`src/rtl/fifo_pkg.sv`:
```
// Shared FIFO definitions.
//   ptr_width()   : address width needed to index a FIFO of the given depth
//   fifo_status_t : packed status flags, reused by other FIFO variants
package fifo_pkg;

  function automatic int unsigned ptr_width(input int unsigned depth);
    return (depth <= 1) ? 1 : $clog2(depth);
  endfunction

  typedef struct packed {
    logic full;
    logic empty;
    logic almost_full;
    logic almost_empty;
    logic overflow;
    logic underflow;
  } fifo_status_t;

endpackage

```
`src/rtl/fifo_ram_sp2.sv`:
```
// Simple dual-port register array: one synchronous write port and one
// asynchronous read port. Contents are not reset.
//   clk   : write clock
//   we    : write enable
//   waddr : write address
//   wdata : write data
//   raddr : read address
//   rdata : read data (combinational from raddr)
module fifo_ram_sp2 #(
  parameter int unsigned DATA_WIDTH = 16,
  parameter int unsigned FIFO_DEPTH = 8
) (
  input  logic                                   clk,
  input  logic                                   we,
  input  logic [fifo_pkg::ptr_width(FIFO_DEPTH)-1:0] waddr,
  input  logic [DATA_WIDTH-1:0]                  wdata,
  input  logic [fifo_pkg::ptr_width(FIFO_DEPTH)-1:0] raddr,
  output logic [DATA_WIDTH-1:0]                  rdata
);
  import fifo_pkg::*;

  logic [DATA_WIDTH-1:0] mem [FIFO_DEPTH];

  always_ff @(posedge clk) begin
    if (we) mem[waddr] <= wdata;
  end

  assign rdata = mem[raddr];

endmodule

```
`src/rtl/sync_fifo_prog.sv`:
```
// Single-clock FIFO with occupancy count, programmable almost-full /
// almost-empty thresholds, synchronous flush and sticky error flags.
// Optional macro SYNC_FIFO_FWFT_EN selects first-word-fall-through output
// (data_out shows the head word combinationally); otherwise data_out is a
// register loaded on each accepted read (1-cycle latency).
//   clk, rst_n   : clock, asynchronous active-low reset
//   wr_en/data_in: write request and data
//   rd_en        : read request (pop)
//   flush        : synchronous clear of contents
//   clr_err      : clears overflow/underflow
//   data_out     : read data
//   full, empty, almost_full, almost_empty, count : occupancy status
//   overflow/underflow : sticky error flags
module sync_fifo_prog #(
  parameter int unsigned DATA_WIDTH    = 16,
  parameter int unsigned FIFO_DEPTH    = 8,
  parameter int unsigned AFULL_THRESH  = FIFO_DEPTH - 2,
  parameter int unsigned AEMPTY_THRESH = 2
) (
  input  logic                        clk,
  input  logic                        rst_n,
  input  logic                        wr_en,
  input  logic [DATA_WIDTH-1:0]       data_in,
  input  logic                        rd_en,
  input  logic                        flush,
  input  logic                        clr_err,
  output logic [DATA_WIDTH-1:0]       data_out,
  output logic                        full,
  output logic                        empty,
  output logic                        almost_full,
  output logic                        almost_empty,
  output logic [$clog2(FIFO_DEPTH):0] count,
  output logic                        overflow,
  output logic                        underflow
);
  import fifo_pkg::*;

  localparam int unsigned PW = ptr_width(FIFO_DEPTH);
  localparam int unsigned CW = $clog2(FIFO_DEPTH) + 1;

  if ((FIFO_DEPTH < 2) || ((FIFO_DEPTH & (FIFO_DEPTH - 1)) != 0)) begin : g_depth_chk
    $error("sync_fifo_prog: FIFO_DEPTH must be a power of two >= 2");
  end
  if ((AFULL_THRESH < 1) || (AFULL_THRESH > FIFO_DEPTH)) begin : g_afull_chk
    $error("sync_fifo_prog: AFULL_THRESH out of range 1..FIFO_DEPTH");
  end
  if (AEMPTY_THRESH > FIFO_DEPTH - 1) begin : g_aempty_chk
    $error("sync_fifo_prog: AEMPTY_THRESH out of range 0..FIFO_DEPTH-1");
  end

  logic [PW-1:0]         wr_ptr;
  logic [PW-1:0]         rd_ptr;
  logic [CW-1:0]         count_q;
  logic                  overflow_q;
  logic                  underflow_q;
  logic                  wr_ok;
  logic                  rd_ok;
  logic                  ovf_set;
  logic                  unf_set;
  logic [DATA_WIDTH-1:0] ram_rdata;
  fifo_status_t          status;

  // Status is decoded from registered state only; no input reaches a flag.
  always_comb begin
    status              = '0;
    status.full         = (count_q == CW'(FIFO_DEPTH));
    status.empty        = (count_q == '0);
    status.almost_full  = (count_q >= CW'(AFULL_THRESH));
    status.almost_empty = (count_q <= CW'(AEMPTY_THRESH));
    status.overflow     = overflow_q;
    status.underflow    = underflow_q;
  end

  assign wr_ok   = wr_en & ~status.full  & ~flush;
  assign rd_ok   = rd_en & ~status.empty & ~flush;
  assign ovf_set = wr_en &  status.full  & ~flush;
  assign unf_set = rd_en &  status.empty & ~flush;

  always_ff @(posedge clk or negedge rst_n) begin
    if (!rst_n) begin
      wr_ptr  <= '0;
      rd_ptr  <= '0;
      count_q <= '0;
    end else if (flush) begin
      wr_ptr  <= '0;
      rd_ptr  <= '0;
      count_q <= '0;
    end else begin
      if (wr_ok) wr_ptr <= wr_ptr + PW'(1);
      if (rd_ok) rd_ptr <= rd_ptr + PW'(1);
      count_q <= count_q + CW'(wr_ok) - CW'(rd_ok);
    end
  end

  // Set takes priority over clr_err in the same cycle.
  always_ff @(posedge clk or negedge rst_n) begin
    if (!rst_n) begin
      overflow_q  <= 1'b0;
      underflow_q <= 1'b0;
    end else begin
      if (ovf_set)      overflow_q  <= 1'b1;
      else if (clr_err) overflow_q  <= 1'b0;
      if (unf_set)      underflow_q <= 1'b1;
      else if (clr_err) underflow_q <= 1'b0;
    end
  end

  fifo_ram_sp2 #(
    .DATA_WIDTH (DATA_WIDTH),
    .FIFO_DEPTH (FIFO_DEPTH)
  ) u_ram (
    .clk   (clk),
    .we    (wr_ok),
    .waddr (wr_ptr),
    .wdata (data_in),
    .raddr (rd_ptr),
    .rdata (ram_rdata)
  );

`ifdef SYNC_FIFO_FWFT_EN
  assign data_out = ram_rdata;
`else
  logic [DATA_WIDTH-1:0] data_q;

  always_ff @(posedge clk or negedge rst_n) begin
    if (!rst_n)     data_q <= '0;
    else if (rd_ok) data_q <= ram_rdata;
  end

  assign data_out = data_q;
`endif

  assign full         = status.full;
  assign empty        = status.empty;
  assign almost_full  = status.almost_full;
  assign almost_empty = status.almost_empty;
  assign count        = count_q;
  assign overflow     = status.overflow;
  assign underflow    = status.underflow;

endmodule

```
`config.mk`:
```
export PLATFORM = sky130hd
export DESIGN_NAME = sync_fifo_prog
export DESIGN_NICKNAME = d
export VERILOG_FILES = /design/src/rtl/fifo_pkg.sv /design/src/rtl/fifo_ram_sp2.sv /design/src/rtl/sync_fifo_prog.sv
export SDC_FILE = /design/constraint.sdc
export NUM_CORES = 1
export LEC_CHECK = 0
export CORE_ASPECT_RATIO = 0.5
export CORE_UTILIZATION = 45
export CTS_CLUSTER_DIAMETER = 60
export DETAILED_ROUTE_END_ITERATION = 10
export GPL_TIMING_DRIVEN = 0
export PLACE_DENSITY = 0.64
export SYNTH_ARGS = -nofsm -noshare
export SYNTH_HDL_FRONTEND = slang
export SYNTH_SLANG_ARGS = --single-unit
```
`constraint.sdc`:
```
create_clock -name clk -period 5.6 [get_ports clk]
set_input_delay 1.4 -clock clk [delete_from_list [all_inputs] [get_ports clk]]
set_output_delay 1.4 -clock clk [all_outputs]
set_load 0.005 [all_outputs]
```
---- After elaboration in Yosys (flattened, before gate mapping) ----
Memories as Yosys holds them, arrays and structs flattened. A register that Yosys moved wholly into a read port is not among the register bits.
Index checks and enable logic that the tools add are counted.
Widths: inputs -> output; s select.
word-level totals
  register bits ........................... 12
  latch bits .............................. 0
  memory bits (writable) .................. 128
  bits in read-only memories .............. 0
  input bits .............................. 22
  output and inout bits ................... 26
  memories kept ........................... 1
memories
  name       depth  width  rd ports  clocked after Yosys merged registers in  wr ports  RTL line            RTL
  u_ram.mem  8      16     1         1                                        1         fifo_ram_sp2.sv:22  logic [DATA_WIDTH-1:0] mem [FIFO_DEPTH];
cells by class
  add/subtract/negate cells ............... 4
  $mul .................................... 0
  div/mod/pow operators ................... 0
  magnitude comparators ................... 2
  equality and inequality tests ........... 1
  shift operators ......................... 0
  multiplexer cells ....................... 10
  bitwise operators ....................... 11
  reductions and logical operators ........ 6
operators by type and width
  operator             count
  $mux 3               4
  $and 1x1->1          8
  $reduce_bool 2->1    4
  $add 3x1->3 const B  2
  $mux 1               5
  $add 4x1->4          1
  $eq 4x4->1 const B   1
  $ge 4x3->1 const B   1
  $le 4x2->1 const B   1
  $logic_not 4->1      1
  $mux 4               1
  $sub 4x1->4          1
  $not 1->1            3
  $logic_not 1->1      1

---- Depth between registers and ports, before layout ----
Gate-level depths: netlist of run 1.
  depth after elaboration ................. 7
  depth in mapped cells ................... 15

---- Modules after synthesis ----
Synthesis of run 1 repeated with hierarchy kept, for this count alone.
second synthesis, totals
  cell total of the unflattened synthesis .. 310
  area, all modules ....................... 6374.9 um^2
by module, submodules not included
  module          times used  cells each  area each (um^2)  sequential area each (um^2)
  fifo_ram_sp2    1           198         4973.5            3843.7
  sync_fifo_prog  1           112         1401.3            700.7

---- Worst setup path before layout of run 1 ----
No wires, ideal clock.
  path type ............................... in2reg
  start point ............................. in wr_en
  end point ............................... mem u_ram.mem[0][0], enable pin
  library setup time ...................... 0.409 ns
  arrival time ............................ 2.984 ns
  required time ........................... 5.191 ns
  setup slack ............................. 2.207 ns
  cell stages on the path ................. 3
  buffers on the path ..................... 0
  cell sequence ........................... nand2_1 > or3_1 > nor3_1
between the ends
  word-level cells in the longest chain between the ends .. 4
ends and longest elaborated chain
  element                       RTL line              RTL
  start: declaration            sync_fifo_prog.sv:22  input logic wr_en,
  $and 1x1->1 (2 in series)     sync_fifo_prog.sv:74  assign wr_ok = wr_en & ~status.full & ~flush;
  $mux 1                        fifo_ram_sp2.sv:25    if (we) mem[waddr] <= wdata;
  $mux 1 (implied by the code)  fifo_ram_sp2.sv:25
  end: declaration              fifo_ram_sp2.sv:22
Every way passes these cells.

---- Worst setup path after layout of run 1 ----
  start point ............................. reg count_q[2] (netlist: count[2])
  end point ............................... out full
between the ends
  word-level cells in the longest chain between the ends .. 1
ends and longest elaborated chain
  element                   RTL line              RTL
  start: declaration        sync_fifo_prog.sv:53  logic [CW-1:0] count_q;
  start signal: assignment  sync_fifo_prog.sv:91  count_q <= count_q + CW'(wr_ok) - CW'(rd_ok);
  $eq 4x4->1                sync_fifo_prog.sv:66  status.full = (count_q == CW'(FIFO_DEPTH));
  end: declaration          sync_fifo_prog.sv:28  output logic full,
Every way passes these cells.

==> run metrics, run 1 <==
Compound-Gate Fraction of Synth Area 4.53%; CTS Hold Bufs 0; post-layout minimum cycle time 3.66 ns; Post-synth EDFFs 128; fillcell total 1053; Resized Gates After CTS 0; Cell Chain, Critical Path inv_1, ha_1, or3b_2, buf_2, inv_1, clkdlybuf4s50_1; share of cells above drive strength 1 15.1%; data required time of the worst path 4.20 ns; total power per unit cell area 455 mW/mm^2; slowest stage cell, crit path clkdlybuf4s50_1; Synth Area in XOR/XNOR 0.831%; Synth area leaders edfxtp_1 61%, dfrtp_1 11%, mux2i_1 10%; Post-Synth Adder-Cell Area 2.29%; post-synthesis sequential area ratio 71.8%; Worst-path clk slew 0.06 ns; fin. max-slew vios 0; area leader, netlist edfxtp_1; worst slack, placed 1.66 ns; R2R Setup Slk 2.63 ns; global-route wire length before repair 19800 um; drt initial violations 273; Total Routed Length 13200 um; synthesis warning total 0; Worst Tran Pin Value 0.802 ns; Detailed Place HPWL 8190 um; Root Buffer clkbuf_16; Clock Skew 0.0105 ns; post-route setup slack 1.94 ns; core region area 0.0136 sq mm; #FFs+latches synth 156; cells on worst reg2reg path 15; main flop type after synthesis edfxtp_1; Synth cell types 34; gr usage total 19.3%; crit end category output port; status finished, final reports clean; Post-Syn Area 0.00633 sq mm; area delta synth->final 24.1%; period utilization 65.4%; TritonCTS Sinks 156; CTS H-tree depth 4; First-pass DRT Iterations 5; initial core utilization 46.4%; Max-Cap Viols 0; RSZ-0062 raised after global routing false; Port-buffer cells 47; Synth Area per Inst 15.9 sq um; TNS Setup 0 ns; VDD IR-drop max 249 uV; vias 3483; Static Leak 2.80 nW; worst r2r dst count[2]; crit-path max cell delay 0.48 ns; Final setup viols 0; Hold Startpoint data_out[10]; Antenna Nets Post-Route 0; critical path type register to output port; full die area 0.0146 sq mm; count leader, synth edfxtp_1; syn nets 431; CP Launch Type register; hold depth 2; DR DRC count 0; deepest clock path buffer count 2; global route total overflow 0; TritonCTS Buffers 17; Rel. slew slack 46.2%; cell mode on critical path inv_1; multiplexer share of the synthesized area 10.1%; Die Wd 170 um; WHS Endpoint data_out[10]; boundary pin count 48; Setup Buffers After CTS 0; vias in the first global route 3463; worst-path fanout max 6; largest family of logic cells by synthesized area multiplexers; CTS tree built; ANT cells 0; Worst Path Arrival 2.26 ns; asr flop ratio synth 17.9%; NumNets Final 505; worst skew pair latency 0.42 ns; post-synth top area share 60.8%; WL per Instance 19.4 um; f_max 273 MHz; R2R Path Start count[2]; class of the worst hold path register to register; Final Hold Vio Count 0; GP Congestion 0.702; initial antenna violation count 0; placed cell area 0.00722 sq mm; Chip Height 85.8 um; Post-Syn Instances 398; row count 30; Post-Synth Simple-Gate Area 7.24%; list of most frequent post-synthesis cells 128 x edfxtp_1, 64 x mux2i_1, 40 x nand2_1; largest net degree at the start of global routing 29; routed vias/inst 5.14; Post-Layout Inst Area 0.00785 sq mm
[flip-flops by register name, indices dropped and copies added (netlist names)]
name,flops
wr_ptr,3
u_ram.mem,128
overflow,1
count,4
data_out,16
rd_ptr,3
underflow,1
[critical path, delay by kind of cell (launching register included)]
| kind | cells | cell delay, ns |
|---|---|---|
| buffers and inverters | 4 | 0.84 |
| adder cells (fa/ha/maj) | 1 | 0.15 |
| AND/OR/NAND/NOR | 1 | 0.43 |
| flip-flops | 1 | 0.40 |
[power breakdown]
part / internal (mW) / switching [mW]
Combinational: 0.459 / 0.455
Sequential: 1.37 / 0.0624
Clock: 0.785 / 0.448
Total: 2.61 / 0.965
[final cells by class]
type / instances / area [sq um] / area share (%)
plain buffers: 20 / 149 / 1.90
clock buffers: 19 / 433 / 5.51
clock inverters: 13 / 198 / 2.52
inverters: 12 / 50.0 / 0.638
multi-input cells: 210 / 1610 / 20.5
flip-flops and latches: 156 / 4540 / 57.9
well taps: 192 / 240 / 3.06
repair buffers: 55 / 628 / 8.00
[cells by family (layout without fill, tap and decap cells)]
family / Yosys count / in the layout
flip-flops: 156 / 156
AND/OR/NAND/NOR: 90 / 90
multiplexers: 64 / 64
AO/OA/AOI/OAI: 39 / 39
buffers and inverters: 32 / 119
adder cells (fa/ha/maj): 11 / 11
XOR/XNOR: 6 / 6
[metal layers]
metal	GRT usage, %	wire [um]
met2	31.2	6180
met3	3.60	600
met1	25.9	6170
met5	0	0
met4	8.27	206
[layout by cell type (no fill, tap or decap), types with 2 or more instances in the layout]
cell type / synthesis / routed
nand2_1: 40 / 40
ha_1: 10 / 10
nand3_2: 9 / 9
buf_6: 2 / 4
nand2b_1: 3 / 3
a21oi_1: 3 / 3
nand3_1: 11 / 11
nor3_2: 0 / 2
clkinv_2: 0 / 2
nor2_2: 0 / 6
mux2i_1: 64 / 64
xor2_1: 5 / 5
clkdlybuf4s50_1: 0 / 46
buf_12: 2 / 2
clkbuf_16: 0 / 17
edfxtp_1: 128 / 128
clkinvlp_4: 0 / 4
buf_2: 6 / 7
buf_16: 0 / 4
clkbuf_1: 5 / 7
dfrtp_1: 28 / 28
clkinv_1: 0 / 2
nor2b_1: 3 / 3
nor2_1: 15 / 9
inv_1: 11 / 11
buf_8: 0 / 2
a22oi_1: 32 / 32
buf_4: 5 / 5
bufinv_16: 0 / 5
[worst max path at each step]
stage,startpoint,endpoint,cells after the start
2_1_floorplan,wr_en,u_ram.mem[0][0],3
3_3_place_gp,wr_en,u_ram.mem[0][0],4
3_5_place_dp,flush,count[2],13
4_1_cts,count[2],full,6
5_1_grt,count[2],full,6
6_report,count[2],full,6
[through the flow]
| stage | hold WS, ns | utilization, % | total power, mW | instances |
|---|---|---|---|---|
| global placement | 0.458 | 51.6 | 2.35 | 637 |
| detailed placement | 0.462 | 53.0 | 2.37 | 645 |
| CTS | 0.477 | 57.6 | 3.60 | 677 |
| global route | 0.491 | 57.6 | 3.73 | 677 |
| finish | 0.473 | 57.6 | 3.58 | 677 |
| floorplan | 0.467 | - | 2.01 | 398 |
No activity file was read; power rests on OpenSTA's default activity.
==> run 2, diff against run 1 <==
PLACE_DENSITY = 0.66   (was 0.64)
clock period = 3.3 ns   (was 5.6 ns; I/O delays follow)
==> run 2 against run 1 <==
  * Final cell count is the same
  * Clock power grew 63%
  * Combinational power grew 70%
  * Final area shrank 0.89%
  * Register-to-register slack lost 2.3 ns
  * First-iteration DRC count grew 18%
  * Sequential power grew 69%
  * Count of clock-buffer cells in the layout shrank 2
  * Die area is the same
  * Core utilization shrank 0.51 points
  * Critical endpoint unchanged
  * Largest cell class unchanged
==> run metrics, run 2 (synthesis results as in run 1) <==
status finished, final reports clean (unchanged); fillcell total 1094 (was 1053); fin. max-slew vios 0 (unchanged); vias 3535 (was 3483); commonest non-fill, non-tap cell in the layout edfxtp_1 (unchanged); Worst Tran Pin Value 0.848 ns (was 0.802 ns); area delta synth->final 23.0% (was 24.1%); worst skew pair latency 0.42 ns (about the same); Worst Path Arrival 2.22 ns (was 2.26 ns); largest net degree at the start of global routing 29 (unchanged); core region area 0.0136 sq mm (unchanged); share of cells above drive strength 1 15.9% (was 15.1%); Worst Setup SP count[2] (unchanged); crit path capture full (unchanged); post-route setup slack 0.256 ns (was 1.94 ns); class of the worst hold path register to register (unchanged); Worst-path clk slew 0.06 ns (about the same); Clock power frac 33.5% (was 34.5%); Detailed Place HPWL 8210 um (was 8190 um); initial core utilization 46.4% (unchanged); Rel. slew slack 43.2% (was 46.2%); Sw Share 28.1% (was 27.0%); VDD IR-drop max 470 uV (was 249 uV); Reg power frac 40.5% (was 40.0%); worst r2r dst count[2] (unchanged); Clock Skew 0.00758 ns (was 0.0105 ns); Static Leak 2.78 nW (was 2.80 nW); GP Congestion 0.707 (was 0.702); total power per unit cell area 769 mW/mm^2 (was 455 mW/mm^2); CTS tree built (unchanged); full die area 0.0146 sq mm (unchanged); Largest Register u_ram.mem (unchanged); RSZ-0062 raised after global routing false (unchanged); DR DRC count 0 (unchanged); Internal 4.30 mW (was 2.61 mW); cells on worst reg2reg path 15 (unchanged); global route total overflow 0 (unchanged); NumNets Final 505 (unchanged); worst slack, placed -0.0623 ns (was 1.66 ns); period utilization 92.2%; gr usage total 19.2% (was 19.3%); CTS H-tree depth 4 (unchanged); f_max 328 MHz; R2R Setup Slk 0.37 ns (was 2.63 ns); critical path type register to output port (unchanged); deepest clock path buffer count 2 (unchanged); Gate power share 26.0% (was 25.5%); data required time of the worst path 2.47 ns (was 4.20 ns); worst hold slack 0.470 ns (was 0.473 ns); routed vias/inst 5.22 (was 5.14); switching pwr 1.68 mW (was 0.965 mW); fin cells 677 (unchanged); Largest register FFs 128 (unchanged); post-layout minimum cycle time 3.04 ns; Setup Buffers After CTS 0 (unchanged); Chip Height 85.8 um (unchanged); Die Wd 170 um (unchanged); Max-Cap Viols 0 (unchanged); Final Hold Vio Count 0 (unchanged); TNS Setup 0 ns (unchanged); Root Buffer clkbuf_16 (unchanged); Final setup viols 0 (unchanged); worst-path fanout max 6 (unchanged); CTS Hold Bufs 0 (unchanged); First-pass DRT Iterations 5 (unchanged); CP Launch Type register (unchanged); R2R Path Start count[3] (was count[2]); WL per Instance 19.5 um (was 19.4 um); most frequent cells in the layout 128 x edfxtp_1, 64 x mux2i_1, 46 x clkdlybuf4s50_1 (unchanged); Antenna Nets Post-Route 0 (unchanged); initial antenna violation count 0 (unchanged); Port-buffer cells 47 (unchanged); vias in the first global route 3455 (was 3463); boundary pin count 48 (unchanged); TritonCTS Sinks 156 (unchanged); ANT cells 0 (unchanged); row count 30 (unchanged); Total Routed Length 13200 um (about the same); # placed instances 645 (unchanged); global-route wire length before repair 19500 um (was 19800 um); TritonCTS Buffers 17 (unchanged); crit end category output port (unchanged); Resized Gates After CTS 0 (unchanged); drt initial violations 322 (was 273)
[run 2: changes by cell type in the layout (fill, tap and decap cells not counted), sizes merged]
cell      before  now
clkinvlp       4    2
clkbuf        24   22
clkinv         4    5
bufinv         5    3
inv           12   17
[run 2: how the worst min path moves through the flow]
stage | depth (start not counted) | from | endpoint | slack [ns]
after floorplan | 2 | data_out[0] | data_out[0] | 0.47
after global placement | 2 | data_out[3] | data_out[3] | 0.46
after detailed placement | 2 | data_out[2] | data_out[2] | 0.46
after CTS | 2 | data_out[2] | data_out[2] | 0.48
after global routing | 2 | data_out[10] | data_out[10] | 0.49
final | 2 | data_out[1] | data_out[1] | 0.47
[run 2: area by class of cell]
class / instances / area (sq um) / area share (%)
multi-input cells: 210 / 1610 / 20.7
clock inverters: 15 / 185 / 2.38
inverters: 12 / 50.0 / 0.643
well taps: 192 / 240 / 3.09
flip-flops and latches: 156 / 4540 / 58.4
clock buffers: 17 / 425 / 5.47
repair buffers: 55 / 578 / 7.43
plain buffers: 20 / 149 / 1.91
[run 2: metal layers]
layer	GRT usage, %	wire [um]
met1	26.6	6130
met2	29.8	6120
met3	4.71	771
met4	7.29	206
met5	0	0
[run 2: worst max-delay path: stages (launching register included)]
cell	delay [ns]
dfrtp_1	0.39
inv_1	0.13
ha_1	0.15
or3b_2	0.43
buf_2	0.16
inv_1	0.05
clkdlybuf4s50_1	0.48
[run 2: power groups by stage]
stage | Clock (mW) | Combinational [mW] | Sequential, mW
floorplan | 0 | 0.944 | 2.46
global placement | 0 | 1.53 | 2.46
detailed placement | 0 | 1.56 | 2.46
CTS | 2.04 | 1.57 | 2.42
global route | 2.12 | 1.69 | 2.44
finish | 2.01 | 1.55 | 2.42
[run 2: through the flow]
step           power (mW)  area (sq um)  utilization, %
4_1_cts              6.03          7780            57.1
2_1_floorplan        3.40          6330               -
6_report             5.98          7780            57.1
3_3_place_gp         3.99          7040            51.6
3_5_place_dp         4.03          7170            52.6
5_1_grt              6.25          7780            57.1
==> run 3, diff against run 2 <==
CORE_MARGIN = 5   (was default)
CTS_CLUSTER_DIAMETER = default   (was 60)
SLEW_MARGIN = 0   (was default)
==> run 3 against run 2 <==
  * Core utilization up 0.15 points
  * Highest routed layer unchanged
  * Largest power group unchanged
  * Flip-flop and latch count unchanged
  * First-iteration DRC count down 36%
==> run metrics, run 3 (synthesis results as in run 1) <==
Chip Height 93.8 um (was 85.8 um); total power per unit cell area 768 mW/mm^2 (was 769 mW/mm^2); Port-buffer cells 47 (unchanged); deepest clock path buffer count 2 (unchanged); Setup Buffers After CTS 0 (unchanged); TritonCTS Buffers 17 (unchanged); WL per Instance 19.4 um (was 19.5 um); Root Buffer clkbuf_16 (unchanged); routed vias/inst 5.16 (was 5.22); Clock Skew 0.0148 ns (was 0.00758 ns); boundary pin count 48 (unchanged); Resized Gates After CTS 0 (unchanged); Internal 4.30 mW (about the same); TritonCTS Sinks 156 (unchanged); cells on worst reg2reg path 15 (unchanged); Gate power share 26.1% (was 26.0%); Antenna Nets Post-Route 0 (unchanged); critical path type register to output port (unchanged); Worst Path Arrival 2.27 ns (was 2.22 ns); Rel. slew slack 37.3% (was 43.2%); CP Launch Type register (unchanged); largest net degree at the start of global routing 29 (unchanged); row count 30 (unchanged); ANT cells 0 (unchanged); VDD IR-drop max 421 uV (was 470 uV); R2R Setup Slk 0.31 ns (was 0.37 ns); class of the worst hold path input pin to asynchronous set/reset pin (was register to register); Worst Tran Pin Value 0.936 ns (was 0.848 ns); Die Wd 178 um (was 170 um); Reg power frac 40.3% (was 40.5%); core region area 0.0137 sq mm (was 0.0136 sq mm); Sw Share 28.3% (was 28.1%); fin. max-slew vios 0 (unchanged); vias in the first global route 3496 (was 3455); gr usage total 16.9% (was 19.2%); f_max 323 MHz (was 328 MHz); global route total overflow 0 (unchanged); CTS tree built (unchanged); GP Congestion 0.726 (was 0.707); fin cells 677 (unchanged); CTS H-tree depth 4 (unchanged); share of cells above drive strength 1 15.9% (unchanged); period utilization 93.8% (was 92.2%); status finished, final reports clean (unchanged); # placed instances 645 (unchanged); Largest Register u_ram.mem (unchanged); Largest register FFs 128 (unchanged); Static Leak 2.79 nW (was 2.78 nW); First-pass DRT Iterations 5 (unchanged); initial core utilization 46.3% (was 46.4%); initial antenna violation count 0 (unchanged); drt initial violations 206 (was 322); switching pwr 1.70 mW (was 1.68 mW); NumNets Final 505 (unchanged); RSZ-0062 raised after global routing false (unchanged); worst-path fanout max 6 (unchanged); Worst-path clk slew 0.07 ns (was 0.06 ns); DR DRC count 0 (unchanged); vias 3491 (was 3535); R2R Path Start count[2] (was count[3]); commonest non-fill, non-tap cell in the layout edfxtp_1 (unchanged); global-route wire length before repair 20500 um (was 19500 um); CTS Hold Bufs 0 (unchanged); Final Hold Vio Count 0 (unchanged); TNS Setup 0 ns (unchanged); most frequent cells in the layout 128 x edfxtp_1, 64 x mux2i_1, 46 x clkdlybuf4s50_1 (unchanged); crit end category output port (unchanged); worst r2r dst count[2] (unchanged); Total Routed Length 13200 um (about the same); Final setup viols 0 (unchanged); Detailed Place HPWL 8270 um (was 8210 um); full die area 0.0167 sq mm (was 0.0146 sq mm); post-layout minimum cycle time 3.09 ns (was 3.04 ns); worst skew pair latency 0.42 ns (about the same); area delta synth->final 23.7% (was 23.0%); Max-Cap Viols 0 (unchanged); Clock power frac 33.6% (was 33.5%); data required time of the worst path 2.47 ns (about the same)
run 3: cell count changes in the layout (fill, tap and decap cells not counted), sizes merged:
cell,delta
inv,-1
clkinvlp,+1
run 3: worst max path at each step:
stage	end	cells past startpoint	from
floorplan	u_ram.mem[0][0]	7	count[2]
global placement	u_ram.mem[0][1]	4	wr_en
detailed placement	count[3]	13	flush
CTS	full	6	count[2]
global route	full	6	count[2]
finish	full	6	count[2]
run 3: power by group through the flow:
stage                     sequential [mW]  combinational [mW]  clock, mW
after floorplan                      2.46               0.944          0
after global placement               2.46                1.54          0
after detailed placement             2.47                1.58          0
after CTS                            2.43                1.59       2.04
after global routing                 2.45                1.71       2.14
final                                2.42                1.57       2.01
run 3: worst max-delay path, cell delays in order, from the launching register on:
cell	delay, ns
dfrtp_1	0.40
inv_1	0.14
ha_1	0.16
or3b_2	0.43
buf_2	0.17
inv_1	0.05
clkdlybuf4s50_1	0.49
run 3: per-layer routing:
metal  part of all wire, %  GRT usage [%]  wire (um)  vias up
met2                    46           25.9       6090       79
met1                    49           24.3       6410     1755
met3                   3.9           3.50        518       14
met5                     0              0          0        -
li1                      -              -          -     1643
met4                   1.1           5.59        147        0
run 3: final cells by class:
cell class                      instances  area [sq um]
Fill cell                            1077          5840
Sequential cell                       156          4540
Multi-Input combinational cell        210          1610
Timing Repair Buffer                   55           616
Clock buffer                           17           425
Tap cell                              192           240
Clock inverter                         15           190
Buffer                                 20           149
Inverter                               12          50.0
run 3: per-stage QoR:
step	setup slack [ns]	util [%]	power (mW)	hold slack [ns]	area (sq um)
global route	0.0916	57.3	6.30	0.511	7820
global placement	-1.09	51.5	4.00	0.458	7040
floorplan	0.349	-	3.40	0.467	6330
finish	0.205	57.3	6.00	0.469	7820
detailed placement	-0.0685	52.7	4.04	0.462	7210
CTS	0.175	57.3	6.05	0.479	7820
==> variant 1 (flow settings as in run 2) <==
Add a define of `SYNC_FIFO_FWFT_EN`.
--- a/src/rtl/sync_fifo_prog.sv
+++ b/src/rtl/sync_fifo_prog.sv
@@ -13,2 +13,4 @@
 //   overflow/underflow : sticky error flags
+`define SYNC_FIFO_FWFT_EN
+
 module sync_fifo_prog #(
Function: changed (a bounded check fails within 4 cycles, from zero or initial values and one cycle with rst_n low).
==> variant 1 against run 2 <==
Area after synthesis decreased by 9.6%; die area decreased by 9.5%; sequential cell count decreased by 16; power decreased by 17%; setup slack got worse by 190 ps; synthesized cell count decreased by 30%; register-to-register slack improved by 250 ps; cell area decreased by 7.5%; routed wire length decreased by 15%; combinational power decreased by 36%; first-iteration DRC count decreased by 58%; cell count decreased by 21%; worst hold slack improved by 70 ps; critical path type unchanged; largest cell class unchanged.
==> variant 1: results (changes against run 2) <==
stage,metric,value,unit,change
detailed_routing,via_count,2874,,-19%
worst_setup_path,r2r_cells,12,,-3
placement,dpl_cell_area,6560,sq um,-8.6%
worst_setup_path,cp_max_fo,10,,+4
detailed_routing,drtPass1Iterations,4,,-1
power,ir_drop,0.374,mV,-20%
worst_setup_path,cp_slowest_cell,mux4_1,,
finish,final_nets,390,,-23%
grt,grt_pass1_wl,17000,microns,-13%
yosys,synth-seq-area-share,0.725,,+0.00653
timing,slew_headroom,0.364,,-0.0672
worst_setup_path,cp.arrival,2410,ps,+190 ps
yosys,synth_adder_area_share,0.0254,,+0.00245
yosys,synth_compound_area_frac,0.0171,,-0.0282
worst_setup_path,rrSetupSlack,620,ps,+250 ps
yosys,synth_mux_area_frac,0.173,,+0.0714
power,leakagePower,0.00245,uW,-12%
yosys,async_reset_ff_frac,0.0857,,-0.0938
finish,drive_gt1_frac,0.241,,+0.0818
yosys,ys_top_cells_by_count,"edfxtp_1, mux4_1, mux2_2",,
timing,skew,11.6,ps,+4.05 ps
yosys,synthXorXnorAreaFrac,0.00153,,-0.00677
grt,grt_usage,0.186,,-0.00675
grt,grt_max_degree,17,,-41%
yosys,synth.area.top_cells,"edfxtp_1, mux4_1, dfrtp_1, mux4_2, mux2_2",,
finish,n_fill_cell,875,,-20%
worst_setup_path,max_stage_delay,570,ps,+90 ps
timing,holdWs,541,ps,+70.4 ps
run_status,status,"complete, no violations",,
placement,place_congestion,0.778,,+10%
==> variant 1: logic make-up after synthesis <==
group | Yosys count
DFF | 140
muxes | 48
and+or+nand+nor | 39
buffers and inverters | 26
AOI/OAI and AO/OA | 15
adders and majority gates | 11
xor gates and xnor gates | 1
==> variant 1: layer usage <==
metal	vias up	GRT usage	part of all wire
met2	66	0.328	0.51
li1	1308	-	-
met5	-	0	0
met1	1490	0.230	0.44
met3	10	0.0404	0.037
met4	0	0.0679	0.0083
==> variant 1: worst paths after layout <==
path | from | to
setup reg to reg | count[2] | count[2]
hold reg to reg | overflow | overflow
min in group asynchronous | rst_n | underflow
hold / removal | overflow | overflow
max in group asynchronous | rst_n | rd_ptr[0]
setup / recovery | rd_ptr[1] | data_out[12]
==> variant 1: worst max-delay path: cells and delay by family (launching register included) <==
kind / cells / cell delay [ps]
buffers and inverters: 3 / 760
multiplexers: 2 / 850
flip-flops: 1 / 380
==> variant 1: final cells by class <==
cell class	count	area (sq um)	share of cell area
multi-input cells	114	1460	0.203
clock buffers	17	425	0.0591
clock inverters	15	174	0.0242
inverters	13	48.8	0.00678
well taps	165	206	0.0287
repair buffers	58	622	0.0864
flip-flops and latches	140	4140	0.576
plain buffers	13	115	0.0160
==> variant 1: stage by stage <==
step | setup WS, ps | cells
after floorplan | 281 | 280
after global placement | -1450 | 492
after detailed placement | -169 | 501
after CTS | 0.269 | 533
after global routing | -1.71 | 535
final | 66.4 | 535
==> variant 1: power by group <==
group	switching [uW]	internal (uW)	total, uW
sequential	52.6	2020	2070
combinational	416	578	995
clock	777	1140	1920
total	1250	3740	4990
==> variant 1: what timing repair did <==
item                       4_1_cts  5_1_grt
setup endpoints to repair       16       12
buffers inserted                 0        2
resized for setup                9        4
==> variant 2 (flow settings as in run 2) <==
Made on the original files. Register the output `underflow`, with the module's reset; this adds one clock of latency there. The other outputs are not delayed to match.
--- a/src/rtl/sync_fifo_prog.sv
+++ b/src/rtl/sync_fifo_prog.sv
@@ -39,2 +39,4 @@
   localparam int unsigned CW = $clog2(FIFO_DEPTH) + 1;
+
+  logic underflow_d;
 
@@ -138,3 +140,11 @@
   assign overflow     = status.overflow;
-  assign underflow    = status.underflow;
+  assign underflow_d  = status.underflow;
+
+  always_ff @(posedge clk or negedge rst_n) begin
+    if (!rst_n) begin
+      underflow <= '0;
+    end else begin
+      underflow <= underflow_d;
+    end
+  end
 
Check against the original RTL: not equivalent (a bounded check fails within 4 cycles, from zero or initial values and one cycle with rst_n low).
==> variant 2 against run 2 <==
Via count about the same; largest cell class unchanged; sequential share of layout area up 0.49 points; area after synthesis rose by 0.26%; power shrank 1.5%; worst hold slack worse by 86 ps; routed wire length down 3.5%; setup slack improved by 9.9 ps; sequential cell count up 1; global-route usage shrank 0.38 points; maximum frequency increased by 0.33%; largest power group unchanged; cell area shrank 0.29%.
==> variant 2: results (changes against run 2) <==
stage,metric,value,unit,change
grt,grt_pass1_wl,19400,microns,-0.77%
yosys,synth_nets,432,,+0.23%
grt,grt_pass1_vias,3341,,-3.3%
finish,n_fill_cell,1105,,+1.0%
power,power_frac_clock,0.325,,-0.010
yosys,synth-seq-area-share,0.720,,+0.00210
placement,dpl_cell_area,7180,sq um,+0.12%
worst_setup_path,max_stage_delay,500,ps,+20 ps
detailed_routing,routed_wl,12800,microns,-3.5%
detailed_routing,wl_per_cell,18.8,microns,-3.6%
detailed_routing,first_iter_violations,264,,-18%
yosys,synth.area.top_cells,"edfxtp_1, dfrtp_1, mux2i_1, a22oi_1, nand2_1",,
yosys,ys_top_cells_by_count,"edfxtp_1, mux2i_1, nand2_1",,
detailed_routing,via_per_inst,5.22,,about the same
yosys,async_reset_ff_frac,0.185,,+0.00523
placement,place_congestion,0.729,,+3.0%
run_status,status,"complete, no violations",,
grt,grt_max_degree,30,,+3.4%
grt,grt_usage,0.189,,-0.00376
power,seqPwrFrac,0.414,,+0.009
power,swShare,0.292,,+0.0101
timing,skew,7.55,ps,-0.0206 ps
timing,slew_headroom,0.381,,-0.0509
placement,dp_worst_setup_slack,23.6,ps,+86.0 ps
power,leakagePower,0.00277,uW,-0.40%
yosys,syn_area_per_cell,15.9,sq um,about the same
finish,syn_to_final_growth,22.3,%,
finish,final_nets,506,,+0.20%
variant 2: cell types whose count changed after synthesis:
cell / delta
o22ai_1: +1
buf_2: -1
dfrtp_1: +1
o32ai_1: -1
nand4b_1: -1
nor2_1: +1
nand2b_1: +1
nand2_1: +1
or2_2: -1
variant 2: worst max-delay path: cells and delay by family (launching register included):
family	cells	cell delay, ps
adder cells (fa/ha/maj)	1	150
AND/OR/NAND/NOR	1	500
buffers and inverters	3	750
flip-flops	1	390
variant 2: area by class of cell:
| class | count | share of cell area |
|---|---|---|
| clock buffer | 17 | 0.0548 |
| multi-input combinational | 211 | 0.207 |
| clock inverter | 15 | 0.0198 |
| inverter | 12 | 0.00645 |
| timing repair buffer | 55 | 0.0735 |
| tap | 192 | 0.0310 |
| sequential | 157 | 0.589 |
| buffer | 19 | 0.0185 |
variant 2: worst paths after layout:
| kind | startpoint | endpoint | slack, ps | depth (start not counted) |
|---|---|---|---|---|
| setup / recovery | count[2] | full | 270 | 5 |
| hold / removal | underflow_d | underflow | 380 | 0 |
| setup reg to reg | count[3] | count[2] | 350 | 15 |
| hold reg to reg | underflow_d | underflow | 380 | 0 |
| max in group asynchronous | rst_n | data_out[1] | 2340 | 1 |
| min in group asynchronous | rst_n | wr_ptr[1] | 480 | 1 |
variant 2: cells by family after synthesis:
family / synth area share
and+or+nand+nor: 0.0720
adders and majority gates: 0.0229
xor gates and xnor gates: 0.00829
AOI/OAI and AO/OA: 0.0448
DFF: 0.720
buffers and inverters: 0.0306
muxes: 0.101
variant 2: metal layers:
layer / vias up / track usage / wire length (microns) / share of wire
met5: - / 0 / 0 / 0
met4: 0 / 0.0598 / 157 / 0.012
met3: 14 / 0.0480 / 681 / 0.053
met2: 103 / 0.283 / 5840 / 0.46
met1: 1772 / 0.271 / 6090 / 0.48
li1: 1648 / - / - / -
